--- src/rtl/eluks_pkg.sv ---
// Shared definitions for the eLUKS Wishbone arbiter: FSM state encoding and master indices.
package eluks_pkg;

  typedef enum logic [1:0] {
    StIdle = 2'd0,
    StOwn  = 2'd1,
    StTerm = 2'd2
  } arb_state_e;

  localparam int unsigned BOOT_M = 0;
  localparam int unsigned CPU_M  = 1;
  localparam int unsigned NUM_M  = 2;

  function automatic logic [NUM_M-1:0] owner_onehot(input logic owner);
    return owner ? 2'b10 : 2'b01;
  endfunction

endpackage

--- src/rtl/wb_timeout_counter.sv ---
// Counts consecutive stalled strobe cycles; flags when the count has reached TIMEOUT.
module wb_timeout_counter #(
  parameter int unsigned TIMEOUT = 1024,
  localparam int unsigned CW     = $clog2(TIMEOUT + 1)
) (
  input  logic wb_clk,
  input  logic rst,
  input  logic inc,
  output logic expired
);

  logic [CW-1:0] count_q, count_d;

  assign expired = (count_q == CW'(TIMEOUT));

  // Any non-stalled cycle restarts the count; hold at TIMEOUT rather than wrap.
  always_comb begin
    count_d = '0;
    if (inc) begin
      count_d = expired ? count_q : count_q + CW'(1);
    end
  end

  always_ff @(posedge wb_clk or posedge rst) begin
    if (rst) begin
      count_q <= '0;
    end else begin
      count_q <= count_d;
    end
  end

endmodule

--- src/rtl/eluks_wb_arbiter.sv ---
// Two-master Wishbone arbiter (bootloader / CPU) with round-robin tie-break and stall timeout.
module eluks_wb_arbiter
  import eluks_pkg::*;
#(
  parameter int unsigned WB_DATA = 32,
  parameter int unsigned TIMEOUT = 1024
) (
  input  logic                       wb_clk,
  input  logic                       rst,
  input  logic [1:0]                 m_cyc_i,
  input  logic [1:0]                 m_stb_i,
  input  logic [1:0]                 m_we_i,
  input  logic [2*(WB_DATA/8)-1:0]   m_sel_i,
  input  logic [2*WB_DATA-1:0]       m_adr_i,
  input  logic [2*WB_DATA-1:0]       m_dat_i,
  output logic [1:0]                 m_ack_o,
  output logic [1:0]                 m_err_o,
  output logic [WB_DATA-1:0]         m_dat_o,
  output logic                       s_cyc_o,
  output logic                       s_stb_o,
  output logic                       s_we_o,
  output logic [WB_DATA/8-1:0]       s_sel_o,
  output logic [WB_DATA-1:0]         s_adr_o,
  output logic [WB_DATA-1:0]         s_dat_o,
  input  logic                       s_ack_i,
  input  logic                       s_err_i,
  input  logic [WB_DATA-1:0]         s_dat_i,
  output logic [1:0]                 grant_o,
  output logic                       timeout_o
);

  localparam int unsigned SelW = WB_DATA / 8;

  arb_state_e state_q, state_d;
  logic       owner_q, owner_d;
  logic       last_q, last_d;
  logic       timeout_q, timeout_d;
  logic       winner;
  logic       tmo_inc, tmo_expired;

  logic               sel_cyc, sel_stb, sel_we;
  logic [SelW-1:0]    sel_sel;
  logic [WB_DATA-1:0] sel_adr, sel_dat;

  // Slice of the current owner's request bus.
  always_comb begin
    sel_cyc = m_cyc_i[owner_q];
    sel_stb = m_stb_i[owner_q];
    sel_we  = m_we_i[owner_q];
    if (owner_q) begin
      sel_sel = m_sel_i[CPU_M*SelW +: SelW];
      sel_adr = m_adr_i[CPU_M*WB_DATA +: WB_DATA];
      sel_dat = m_dat_i[CPU_M*WB_DATA +: WB_DATA];
    end else begin
      sel_sel = m_sel_i[BOOT_M*SelW +: SelW];
      sel_adr = m_adr_i[BOOT_M*WB_DATA +: WB_DATA];
      sel_dat = m_dat_i[BOOT_M*WB_DATA +: WB_DATA];
    end
  end

  // Lone requester wins; a tie goes to whoever did not win last time.
  always_comb begin
    case (m_cyc_i)
      2'b10:   winner = 1'b1;
      2'b11:   winner = ~last_q;
      default: winner = 1'b0;
    endcase
  end

  always_comb begin
    state_d   = state_q;
    owner_d   = owner_q;
    last_d    = last_q;
    timeout_d = timeout_q;
    s_cyc_o   = 1'b0;
    s_stb_o   = 1'b0;
    s_we_o    = 1'b0;
    s_sel_o   = '0;
    s_adr_o   = '0;
    s_dat_o   = '0;
    m_ack_o   = '0;
    m_err_o   = '0;
    grant_o   = '0;

    unique case (state_q)
      StIdle: begin
        if (|m_cyc_i) begin
          state_d = StOwn;
          owner_d = winner;
          last_d  = winner;
        end
      end
      StOwn: begin
        grant_o = owner_onehot(owner_q);
        s_we_o  = sel_we;
        s_sel_o = sel_sel;
        s_adr_o = sel_adr;
        s_dat_o = sel_dat;
        // A slave termination in the expiry cycle takes precedence over the timeout.
        if (tmo_expired && !s_ack_i && !s_err_i) begin
          m_err_o[owner_q] = 1'b1;
          timeout_d        = 1'b1;
          state_d          = StTerm;
        end else begin
          s_cyc_o          = sel_cyc;
          s_stb_o          = sel_stb;
          m_ack_o[owner_q] = s_ack_i;
          m_err_o[owner_q] = s_err_i;
          if (!sel_cyc) begin
            state_d = StIdle;
          end
        end
      end
      StTerm: begin
        grant_o = owner_onehot(owner_q);
        if (!sel_cyc) begin
          state_d = StIdle;
        end
      end
      default: state_d = StIdle;
    endcase
  end

  assign tmo_inc   = (state_q == StOwn) && s_stb_o && !s_ack_i && !s_err_i;
  assign timeout_o = timeout_q;
  // Read data is broadcast, but kept quiet while reset is held.
  assign m_dat_o   = rst ? '0 : s_dat_i;

  wb_timeout_counter #(
    .TIMEOUT(TIMEOUT)
  ) u_timeout (
    .wb_clk (wb_clk),
    .rst    (rst),
    .inc    (tmo_inc),
    .expired(tmo_expired)
  );

  always_ff @(posedge wb_clk or posedge rst) begin
    if (rst) begin
      state_q   <= StIdle;
      owner_q   <= 1'b0;
      last_q    <= 1'b1;
      timeout_q <= 1'b0;
    end else begin
      state_q   <= state_d;
      owner_q   <= owner_d;
      last_q    <= last_d;
      timeout_q <= timeout_d;
    end
  end

endmodule

--- config.mk ---
export PLATFORM = sky130hd
export DESIGN_NAME = eluks_wb_arbiter
export DESIGN_NICKNAME = d
export VERILOG_FILES = /design/src/rtl/eluks_pkg.sv /design/src/rtl/wb_timeout_counter.sv /design/src/rtl/eluks_wb_arbiter.sv
export SDC_FILE = /design/constraint.sdc
export NUM_CORES = 1
export LEC_CHECK = 0
export ABC_AREA = 0
export BUFFER_PORTS_ARGS = -buffer_cell sky130_fd_sc_hd__buf_4
export CORE_AREA = 2 2 110 112
export CTS_CLUSTER_DIAMETER = 80
export DETAILED_ROUTE_END_ITERATION = 7
export DIE_AREA = 0 0 112 114
export HOLD_SLACK_MARGIN = 0.02
export MAX_ROUTING_LAYER = met4
export SLEW_MARGIN = 30
export SYNTH_ARGS = -nofsm -noshare
export SYNTH_HDL_FRONTEND = slang
export SYNTH_SLANG_ARGS = --single-unit
--- constraint.sdc ---
create_clock -name wb_clk -period 1.81 [get_ports wb_clk]
set_input_delay 0.181 -clock wb_clk [delete_from_list [all_inputs] [get_ports wb_clk]]
set_output_delay 0.181 -clock wb_clk [all_outputs]
set_load 0.1 [all_outputs]
* Yosys cells after proc, flatten, opt, wreduce, memory -nomap -nowiden
Index checks and enable logic that the tools add are counted.
** Storage, ports and cells
- Flip-flop bits (word level) :: 16
- Input bits :: 178
- Logic and storage cells :: 64
** Cells by class
- Add/subtract/negate cells :: 1
- $lt $le $gt $ge :: 2
- Eq/ne operators :: 7
- Multiplexer cells :: 33
- Bitwise operators :: 3
- Reduce and logical (&&, ||, !) cells :: 13
** Operators with widths (number)
- $mux W32 :: 5
- $mux W11 :: 2
- $mux W2 :: 9
- $mux W1 :: 12
- $add A11 B1 Y11 const B :: 1
- $eq A11 B11 Y1 const B :: 1
- $mux W4 :: 2
- $eq A2 B2 Y1 const B :: 3
- $logic_and A1 B1 Y1 :: 6
- $pmux W2 S3 :: 1
- $and A2 B2 Y2 :: 2
- $ne A2 B2 Y1 const B :: 2
- $reduce_and A2 Y1 :: 2
- $reduce_or A2 Y1 :: 2
- $eq A2 B1 Y1 const B :: 1
- $logic_not A1 Y1 :: 2
- $logic_not A2 Y1 :: 1
- $lt A1 B2 Y1 const B :: 1
- $pmux W1 S2 :: 1
- $demux W1 S1 :: 1
- $ge A1 B1 Y1 const B :: 1
- $not A1 Y1 :: 1

* Logic depth before layout (Yosys ltp)
Gate-level depths: netlist of run 1.
- Word-level depth :: 9
- Mapped depth :: 6
- Depth with buffers taken out :: 5

* Cells and area by module
From an unflattened synthesis of run 1, not the netlist that was laid out.
** Second synthesis, totals
- Cells, all modules :: 299
- Area total of the unflattened synthesis :: 2444.8 um2
** By module, submodules not included
- eluks_wb_arbiter :: instances 1, cells an instance 234, area each 1841.8 um2, sequential area each 126.4 um2
- wb_timeout_counter :: instances 1, cells an instance 65, area each 603.1 um2, sequential area each 275.3 um2

* Worst setup path after synthesis of run 1
No wires, ideal clock.
- Kind :: flip-flop to output port
- From :: reg u_timeout.count_q[3]
- To :: out m_err_o[0]
- Arrival time :: 3075 ps
- Data required time :: 1629 ps
- Slack :: -1446 ps
- Cell stages (with the launch flop) :: 4
- Cells stage by stage :: dfrtp_1 -> nor4_1 -> a41oi_1 -> nor3_1
** On the way
- Longest elaborated chain between the ends :: 5
** Ends and longest elaborated chain
- start, declared :: line wb_timeout_counter.sv:12 : logic [CW-1:0] count_q, count_d;
- start signal, assigned :: line wb_timeout_counter.sv:28 : count_q <= count_d;
- $eq A11 B11 Y1 :: line wb_timeout_counter.sv:14 : assign expired = (count_q == CW'(TIMEOUT));
- $logic_and A1 B1 Y1 (2 in series) :: line eluks_wb_arbiter.sv:100 : if (tmo_expired && !s_ack_i && !s_err_i) begin
- $mux W2 :: line eluks_wb_arbiter.sv:100
- $mux W2 :: line eluks_wb_arbiter.sv:85 : unique case (state_q)
- end, declared :: line eluks_wb_arbiter.sv:17 : output logic [1:0] m_err_o,
No other way between the ends.

* Worst setup path after layout of run 1
- From :: reg u_timeout.count_q[0]
- To :: out s_stb_o
** On the way
- Longest elaborated chain between the ends :: 5
** Ends and longest elaborated chain
- $eq A11 B11 Y1 :: line wb_timeout_counter.sv:14
- $logic_and A1 B1 Y1 (2 in series) :: line eluks_wb_arbiter.sv:100
- $mux W1 :: line eluks_wb_arbiter.sv:100
- $mux W1 :: line eluks_wb_arbiter.sv:85
- end, declared :: line eluks_wb_arbiter.sv:20 : output logic s_stb_o,
No other way between the ends.

==> results.json, run 1 <==
{
  "synth_fp_nets": 477,
  "worstPathArrival_ns": 1.72,
  "worst_pin_slew_ns": 0.607,
  "internal_power_w": 0.00388,
  "ir_drop_uv": 1640,
  "critPathRequiredTime_ns": 1.63,
  "vias": 3303,
  "power_density_mw_per_mm2": 2120,
  "synth_fa_ha_area_frac": 0.0339,
  "setup_slack_ns": -0.0860,
  "setup_viol": 4,
  "reg2reg_from": "u_timeout.count_q[0]",
  "layout_common_cells": "buf_4, mux2i_1, buf_6",
  "drc": 0,
  "yosysWarnings": 0,
  "grt_pass1_wl_um": 17500,
  "crit_buf_inv": 2,
  "cts-hold-fix-buffers": 0,
  "top_layer": "met4",
  "finalNetCount": 777,
  "avgSynthCellArea_um2": 7.57,
  "clkLatencyLatePin_ns": 0.25,
  "report.final.slew_viol_count": 0,
  "synthSimpleGateAreaFrac": 0.319,
  "met3_length_um": 979,
  "drv_cap": 0,
  "p_sw_w": 0.00794,
  "met2_length_um": 6580,
  "hold_start": "m_cyc_i[0]",
  "gp_congestion": 0.851,
  "grt_max_degree": 34,
  "drive_above_1_share": 0.713,
  "timing.fmax_mhz": 527,
  "period_share": 1.05,
  "period_minus_slack_ns": 1.90,
  "drtIter0Drc": 109,
  "cpLargestDelayFamily": "simple AND/OR/NAND/NOR gates",
  "cts_tree": "done",
  "finClkSkew_ns": 0.00271,
  "r2r_slack_ns": 0.11,
  "hold_viol_final": 0,
  "leakage_nw": 2.76,
  "start_util": 0.189,
  "whs_ns": 0.139,
  "async_reset_ff_frac": 1.00,
  "p_sw_frac": 0.672,
  "place_hpwl_um": 9980,
  "synth_flop_cell": "dfrtp_1",
  "numCtsBuffers": 3,
  "clock_sinks": 16,
  "io_buffers": 287,
  "htree_levels": 1,
  "first_pass_iters": 4,
  "antenna_found_initial": 1,
  "max_slew_margin": 0.595,
  "wl_um": 12700,
  "synth.cell_area_mm2": 0.00222,
  "wire_per_inst_um": 17.1,
  "cp-start-kind": "flip-flop",
  "final_common_cell": "buf_4",
  "synth_edf_count": 0,
  "violations": "setup timing",
  "track_usage": 0.176,
  "crit_chain": "inv_1, ha_1, and4bb_2, nand4_1, and3_4, buf_12",
  "fin_total_pwr_w": 0.0118,
  "seq_area_frac_synth": 0.181,
  "cpPeakStageDelay_ns": 0.37,
  "synth_compound_area_frac": 0.0762,
  "cp_slowest_cell": "dfrtp_1",
  "syn2layout_area_growth_pct": 151,
  "clk_path_buf_depth": 2,
  "synth_cells": 293,
  "clkPwrFrac": 0.037,
  "clk_pin_slew_ns": 0.05,
  "die_w_um": 112,
  "core-area_mm2": 0.0117,
  "synthMuxAreaShare": 0.322,
  "critPathCaptureType": "primary output",
  "placement_rows": 40,
  "m1WireLength_um": 4940,
  "hp-class": "in2reg",
  "rsz0062_at_grt": "yes",
  "cts_root_buf": "clkbuf_16",
  "nFillCells": 1092,
  "avgViaCountPerCell": 4.46,
  "p_comb_frac": 0.922,
  "pwr-share-seq": 0.041,
  "cp_max_fo": 4,
  "criticalPathCategory": "reg2out",
  "synth_top_family_by_area": "multiplexers",
  "critPathLaunch": "u_timeout.count_q[0]",
  "grt_overflow": 0,
  "die_area_mm2": 0.0128,
  "synth_seq_cells": 16,
  "ios": 288,
  "dieHeight_um": 114,
  "grt_pass1_vias": 3045,
  "ant_nets": 0,
  "synth_xor_area_frac": 0.0119,
  "synth_cell_types": 43,
  "outcome": "finished with violations"
}
==> cells in the mapped netlist, types with 2 or more instances <==
| master | number | share of area |
|---|---|---|
| a21oi_1 | 2 | 0.0045 |
| o31ai_1 | 2 | 0.0068 |
| inv_1 | 8 | 0.014 |
| o21ai_0 | 6 | 0.014 |
| nand3_1 | 6 | 0.014 |
| a211oi_1 | 2 | 0.0068 |
| or3_1 | 2 | 0.0056 |
| ha_1 | 6 | 0.034 |
| a211oi_2 | 2 | 0.011 |
| nor2b_1 | 33 | 0.093 |
| nand2_1 | 6 | 0.010 |
| nor3_1 | 7 | 0.016 |
| nor4_1 | 2 | 0.0056 |
| xor2_1 | 2 | 0.0079 |
| nand4_1 | 2 | 0.0056 |
| clkbuf_1 | 11 | 0.019 |
| buf_2 | 9 | 0.020 |
| and3_1 | 3 | 0.0085 |
| or4_1 | 2 | 0.0068 |
| dfrtp_1 | 15 | 0.17 |
| mux2_2 | 2 | 0.010 |
| mux2i_1 | 69 | 0.31 |
| nor2_1 | 74 | 0.13 |
==> state kept, by name (all words and copies together), names as in the netlist <==
signal	count
last_q	1
owner_q	1
state_q	2
timeout_o	1
u_timeout.count_q	11
==> cells by family after synthesis <==
logic type | after synthesis
AOI/OAI and AO/OA | 23
xor gates and xnor gates | 3
adders and majority gates | 6
buffers and inverters | 30
DFF | 16
muxes | 71
and+or+nand+nor | 144
==> cell type report <==
cell class | instances | area (um2) | area share
antenna | 1 | 2.50 | 0.000449
clock buffer | 4 | 78.8 | 0.0141
inverter | 9 | 38.8 | 0.00696
multi-input combinational | 247 | 2050 | 0.367
sequential | 16 | 405 | 0.0727
tap | 147 | 184 | 0.0330
timing repair buffer | 316 | 2820 | 0.506
==> through the flow <==
| step | std cells | worst slack [ns] | instance area, um2 | TNS [ns] | util |
|---|---|---|---|---|---|
| global placement | 724 | 0.0722 | 4820 | 0 | 0.411 |
| finish | 740 | -0.0860 | 5570 | -0.171 | 0.476 |
| detailed placement | 724 | 0.0655 | 4820 | 0 | 0.411 |
| floorplan | 293 | -0.711 | 2390 | -41.85 | - |
| CTS | 733 | -0.0490 | 5280 | -0.156 | 0.451 |
| global route | 740 | -0.162 | 5570 | -0.565 | 0.476 |
==> worst reg2reg max path, stage by stage, from the launching register on <==
cell and delay (ns):
dfrtp_1 0.37, inv_1 0.06, ha_1 0.13, and4bb_2 0.27, nand4_1 0.20, buf_4 0.20
buf_4 0.12, buf_4 0.13, o22ai_1 0.13
==> timing repair <==
action / in CTS / in global routing
buffers inserted: 5 / 4
gates cloned: 0 / 2
setup endpoints to repair: 70 / 57
pin swaps: 3 / 1
gates resized for setup: 89 / 65
==> path summary, 6_finish.rpt <==
check | cells past startpoint | endpoint
setup / recovery | 6 | s_stb_o
hold reg to reg | 1 | timeout_o
hold / removal | 2 | last_q
min in group asynchronous | 2 | u_timeout.count_q[7]
max in group asynchronous | 2 | owner_q
setup reg to reg | 8 | state_q[1]
==> layer usage <==
| metal | GRT usage | up-vias |
|---|---|---|
| met2 | 0.291 | 114 |
| met4 | 0.0276 | 0 |
| met1 | 0.222 | 1562 |
| met5 | - | - |
| li1 | - | 1614 |
| met3 | 0.0457 | 13 |
==> power by group through the flow <==
| stage | Sequential [W] | Clock, W | Combinational (W) |
|---|---|---|---|
| floorplan | 0.000432 | 0 | 0.00745 |
| global placement | 0.000514 | 0 | 0.00946 |
| detailed placement | 0.000514 | 0 | 0.00949 |
| CTS | 0.000509 | 0.000445 | 0.0102 |
| global route | 0.000496 | 0.000462 | 0.0112 |
| finish | 0.000489 | 0.000435 | 0.0109 |
No activity file was read; power rests on OpenSTA's default activity.
==> inputs of run 2 (changes only) <==
--- a/config.mk
+++ b/config.mk
@@ -7,10 +7,10 @@
 export LEC_CHECK = 0
 export ABC_AREA = 0
 export BUFFER_PORTS_ARGS = -buffer_cell sky130_fd_sc_hd__buf_4
-export CORE_AREA = 2 2 110 112
+export CORE_AREA = 2 2 111 113
 export CTS_CLUSTER_DIAMETER = 80
 export DETAILED_ROUTE_END_ITERATION = 7
-export DIE_AREA = 0 0 112 114
+export DIE_AREA = 0 0 113 115
 export HOLD_SLACK_MARGIN = 0.02
 export MAX_ROUTING_LAYER = met4
 export SLEW_MARGIN = 30
==> constraint.sdc (replaced) <==
create_clock -name wb_clk -period 1.6 [get_ports wb_clk]
set_input_delay 0.16 -clock wb_clk [delete_from_list [all_inputs] [get_ports wb_clk]]
set_output_delay 0.16 -clock wb_clk [all_outputs]
set_load 0.1 [all_outputs]
==> run 2 against run 1 <==
  * Cell area rose by 33%
  * Critical endpoint is now m_err_o[1]
  * Wire length rose by 17%
  * Via count rose by 8.1%
  * Count of clock-buffer cells in the layout stayed put
  * Largest cell class unchanged
  * The flow finishes with violations (DRC, setup timing)
  * Non-clock buffer count increased by 33
==> results.json, run 2 (synthesis gave the netlist of run 1 again) <==
{
  "drv_cap": 0,
  "fin_total_pwr_w": 0.0176,
  "outcome": "finished with violations",
  "finalNetCount": 810,
  "antennaDiodeCount": 0,
  "vias": 3569,
  "die_area_mm2": 0.0130,
  "drive_above_1_share": 0.867,
  "numCtsBuffers": 3,
  "critPathRequiredTime_ns": 1.44,
  "place_hpwl_um": 10000,
  "violations": "DRC, setup timing",
  "nFillCells": 898,
  "rsz0062_at_grt": "yes",
  "layout_common_cells": "buf_4, buf_12, nor2_4",
  "grt_max_degree": 34,
  "dp.cells": 750,
  "wire_per_inst_um": 19.3,
  "report.final.slew_viol_count": 0,
  "final_common_cell": "buf_4",
  "crit_chain": "nor4_4, a41oi_2, buf_4, nor2_4, buf_12",
  "utilization": 0.628,
  "crit_buf_inv": 2,
  "max_slew_margin": 0.673,
  "gp_congestion": 0.854,
  "grt_pass1_wl_um": 19900,
  "htree_levels": 1,
  "hold_viol_final": 0,
  "placement_rows": 40,
  "core-area_mm2": 0.0118,
  "cp_max_fo": 3,
  "antenna_found_initial": 0,
  "cp-start-kind": "flip-flop",
  "cpLargestDelayFamily": "simple AND/OR/NAND/NOR gates",
  "critPathCaptureType": "primary output",
  "wl_um": 14900,
  "drtIter0Drc": 143,
  "ff2ff_path_depth": 5,
  "finalSetupTns_ns": -10.47,
  "criticalPathCategory": "reg2out",
  "start_util": 0.188,
  "hp-class": "in2reg",
  "cts_tree": "done",
  "power_density_mw_per_mm2": 2370,
  "syn2layout_area_growth_pct": 235,
  "leakage_nw": 3.19,
  "ant_nets": 0,
  "track_usage": 0.198,
  "die_w_um": 113,
  "crit_cells": 5,
  "worst_pin_slew_ns": 0.491,
  "setup_slack_ns": -0.308,
  "dieHeight_um": 115,
  "largestRegisters": "u_timeout.count_q: 11 flops, state_q: 2 flops",
  "timing.fmax_mhz": 524,
  "ir_drop_uv": 1270,
  "ios": 288,
  "worstPathArrival_ns": 1.75,
  "final-instance-count-excl-fill": 772,
  "drc": 20,
  "first_pass_iters": 6,
  "finClkSkew_ns": 0.00331,
  "cts_root_buf": "clkbuf_16",
  "grt_overflow": 0,
  "setup_viol": 76,
  "grt_pass1_vias": 3682,
  "avgViaCountPerCell": 4.62,
  "io_buffers": 287,
  "regMostFlops": "u_timeout.count_q",
  "clk_path_buf_depth": 2,
  "clock_sinks": 16,
  "min_delay_path_depth": 2,
  "clkLatencyLatePin_ns": 0.25,
  "cpPeakStageDelay_ns": 0.40,
  "period_share": 1.19,
  "period_minus_slack_ns": 1.91,
  "clk_pin_slew_ns": 0.05,
  "cp_slowest_cell": "dfrtp_1",
  "largest_register_ffs": 11
}
-- run 2: power breakdown --
| group | internal, W | total (W) | leakage [nW] | switching [W] |
|---|---|---|---|---|
| clock | 0.000380 | 0.000544 | 0.0442 | 0.000164 |
| combinational | 0.00648 | 0.0165 | 2.93 | 0.0100 |
| sequential | 0.000469 | 0.000543 | 0.213 | 0.0000736 |
-- run 2: area by class of cell --
cell class | instances | area [um2] | share of cell area
inverters | 9 | 41.3 | 0.00557
multi-input cells | 247 | 2880 | 0.388
flip-flops and latches | 16 | 407 | 0.0548
repair buffers | 349 | 3820 | 0.515
well taps | 147 | 184 | 0.0248
clock buffers | 4 | 88.8 | 0.0120
-- run 2: what timing repair did --
item / 4_1_cts / 5_1_grt
buffers inserted: 13 / 13
setup endpoints to repair: 80 / 86
resized for setup: 276 / 90
pin swaps: 17 / 48
gates cloned: 1 / 5
hold buffers: 0 / 0
-- run 2: layer usage --
metal	up-vias	wire length, um	global-route usage
met3	34	885	0.0316
met4	0	524	0.0618
met1	1710	5120	0.225
met5	-	0	-
met2	142	8340	0.357
li1	1683	-	-
-- run 2: per-stage QoR --
| step | area [um2] | worst slack [ns] | hold WS, ns |
|---|---|---|---|
| detailed placement | 5480 | -0.0678 | 0.379 |
| global route | 7420 | -0.339 | 0.125 |
| floorplan | 2930 | -0.806 | 0.223 |
| finish | 7420 | -0.308 | 0.112 |
| CTS | 6830 | -0.230 | 0.111 |
| global placement | 5480 | -0.0277 | 0.358 |
-- run 2: worst paths after layout --
kind | from | endpoint | slack (ns)
hold / removal | m_cyc_i[0] | last_q | 0.11
hold reg to reg | timeout_o | timeout_o | 0.50
min in group asynchronous | rst | u_timeout.count_q[0] | 0.16
setup reg to reg | u_timeout.count_q[0] | u_timeout.count_q[7] | 0.05
setup / recovery | u_timeout.count_q[5] | m_err_o[1] | -0.31
max in group asynchronous | rst | last_q | 1.19
==> inputs of run 3 (changes only) <==
--- a/config.mk
+++ b/config.mk
@@ -7,10 +7,10 @@
 export LEC_CHECK = 0
 export ABC_AREA = 0
 export BUFFER_PORTS_ARGS = -buffer_cell sky130_fd_sc_hd__buf_4
-export CORE_AREA = 2 2 111 113
+export CORE_AREA = 3 3 112 114
 export CTS_CLUSTER_DIAMETER = 80
 export DETAILED_ROUTE_END_ITERATION = 7
-export DIE_AREA = 0 0 113 115
+export DIE_AREA = 0 0 115 117
 export HOLD_SLACK_MARGIN = 0.02
 export MAX_ROUTING_LAYER = met4
 export SLEW_MARGIN = 30
==> constraint.sdc (replaced) <==
create_clock -name wb_clk -period 1.6 [get_ports wb_clk]
set_input_delay 0.16 -clock wb_clk [delete_from_list [all_inputs] [get_ports wb_clk]]
set_output_delay 0.16 -clock wb_clk [all_outputs]
set_load 0.05 [all_outputs]
==> run 3 against run 2 <==
  * The flow finishes with violations (setup timing)
  * Utilization fell by 8.9 points
  * Wire length is 1.3% lower
  * Flip-flop and latch count stayed put
  * Critical path depth grew 2
  * Register-to-register slack about the same
  * Maximum frequency rose by 1.7%
  * Clock power is 2% higher
  * Worst setup slack improved by 0.032 ns
  * Via count shrank 3.1%
  * Sequential share of layout area rose by 1.1 points
  * Sequential power shrank 2%
  * Total power decreased by 33%
  * Critical endpoint is now s_cyc_o
  * Highest routed layer unchanged
==> results.json, run 3 (synthesis gave the netlist of run 1 again) <==
{
  "dieHeight_um": 117,
  "nFillCells": 986,
  "ir_drop_uv": 1430,
  "grt_max_degree": 34,
  "leakage_nw": 2.97,
  "rsz0062_at_grt": "yes",
  "grt_pass1_vias": 3449,
  "vias": 3458,
  "period_share": 1.17,
  "numCtsBuffers": 3,
  "drtIter0Drc": 211,
  "cp_max_fo": 3,
  "timing.fmax_mhz": 533,
  "grt_pass1_wl_um": 18900,
  "place_ws_ns": -0.0129,
  "ant_nets": 0,
  "regMostFlops": "u_timeout.count_q",
  "hp-class": "in2async",
  "finalNetCount": 801,
  "place_hpwl_um": 9870,
  "clkLatencyLatePin_ns": 0.25,
  "drv_cap": 0,
  "outcome": "finished with violations",
  "antennaDiodeCount": 0,
  "largestRegisters": "u_timeout.count_q: 11 flops, state_q: 2 flops",
  "reg2reg_from": "u_timeout.count_q[0]",
  "htree_levels": 1,
  "io_buffers": 287,
  "globalRoute.busiestLayer": "met2",
  "fin_total_pwr_w": 0.0119,
  "cp_slowest_cell": "dfrtp_1",
  "worstPathArrival_ns": 1.72,
  "max_slew_margin": 0.788,
  "clk_path_buf_depth": 2,
  "setup_viol": 75,
  "cpLargestDelayFamily": "simple AND/OR/NAND/NOR gates",
  "power_density_mw_per_mm2": 1910,
  "cts-hold-fix-buffers": 0,
  "r2r_slack_ns": 0.05,
  "hold_viol_final": 0,
  "placement_rows": 39,
  "grtUsageMet2": 0.323,
  "layout_common_cells": "buf_4, buf_6, mux2i_1",
  "avgViaCountPerCell": 4.56,
  "clock_sinks": 16,
  "violations": "setup timing",
  "critPathCaptureType": "primary output",
  "criticalPathCategory": "reg2out",
  "antenna_found_initial": 0,
  "die_w_um": 115,
  "r2r-end": "u_timeout.count_q[7]",
  "utilization": 0.539,
  "drc": 0,
  "core-area_mm2": 0.0115,
  "use_met1": 0.222,
  "worst_pin_slew_ns": 0.317,
  "ff2ff_path_depth": 6,
  "cts_tree": "done",
  "largest_register_ffs": 11,
  "cts_root_buf": "clkbuf_16",
  "final_common_cell": "buf_4",
  "period_minus_slack_ns": 1.88,
  "clk_pin_slew_ns": 0.05,
  "critPathMostFrequentCell": "buf_6",
  "ios": 288,
  "grtUsageMet3": 0.0288,
  "die_area_mm2": 0.0135,
  "track_usage": 0.183,
  "wl_um": 14700,
  "syn2layout_area_growth_pct": 180,
  "gp_congestion": 0.804,
  "setup_slack_ns": -0.276,
  "grt_overflow": 0,
  "report.final.slew_viol_count": 0,
  "crit_buf_inv": 3,
  "finClkSkew_ns": 0.00204,
  "wire_per_inst_um": 19.3,
  "cp-start-kind": "flip-flop",
  "crit_chain": "inv_1, ha_1, and4bb_2, buf_6, nand4_1, and3_1, buf_6",
  "first_pass_iters": 4,
  "start_util": 0.193,
  "cpPeakStageDelay_ns": 0.38,
  "critPathRequiredTime_ns": 1.44,
  "drive_above_1_share": 0.731,
  "finalSetupTns_ns": -9.06
}
run 3: worst register-to-register path: stages (launching register included):
cell	delay (ns)
dfrtp_1	0.35
buf_4	0.11
buf_4	0.11
buf_4	0.12
nand2_4	0.07
or4_4	0.52
a211oi_2	0.19
run 3: worst max-delay path by stage:
| stage | slack [ns] | from | cells after the start | to |
|---|---|---|---|---|
| final | -0.28 | u_timeout.count_q[0] | 7 | s_cyc_o |
| after global routing | -0.33 | u_timeout.count_q[0] | 7 | s_cyc_o |
| after CTS | -0.24 | u_timeout.count_q[0] | 7 | s_stb_o |
| after detailed placement | -0.01 | u_timeout.count_q[3] | 6 | m_err_o[0] |
| after global placement | -0.03 | u_timeout.count_q[3] | 6 | m_err_o[0] |
| after floorplan | -0.29 | owner_q | 5 | s_adr_o[12] |
run 3: what timing repair did:
action | in CTS | in global routing
pin swaps | 14 | 20
cloned | 10 | 7
endpoints found under the hold margin | 0 | 0
resized for setup | 127 | 98
setup buffers | 9 | 11
setup endpoints to repair | 76 | 87
run 3: power breakdown:
| group | switching (W) | leakage (nW) | internal, W |
|---|---|---|---|
| registers | 0.0000658 | 0.214 | 0.000466 |
| clock network | 0.000173 | 0.0442 | 0.000380 |
| logic | 0.00610 | 2.71 | 0.00468 |
run 3: area by class of cell:
| type | count | area (um2) | area share |
|---|---|---|---|
| Multi-Input combinational cell | 247 | 2250 | 0.363 |
| Timing Repair inverter | 1 | 8.76 | 0.00141 |
| Inverter | 9 | 46.3 | 0.00746 |
| Sequential cell | 16 | 405 | 0.0653 |
| Tap cell | 143 | 179 | 0.0288 |
| Timing Repair Buffer | 339 | 3230 | 0.520 |
| Clock buffer | 4 | 88.8 | 0.0143 |
run 3: stage by stage:
stage / hold WS, ns / area, um2 / instances
2_1_floorplan: 0.223 / 2310 / 293
3_3_place_gp: 0.343 / 4810 / 728
5_1_grt: 0.118 / 6200 / 759
4_1_cts: 0.0964 / 5770 / 750
3_5_place_dp: 0.359 / 4810 / 728
6_report: 0.0886 / 6200 / 759
run 3: routing by layer:
layer  vias to the layer above  wire length (um)
met5                         -                 0
li1                       1664                 -
met3                        24               792
met1                      1635              5720
met4                         0               253
met2                       135              7910
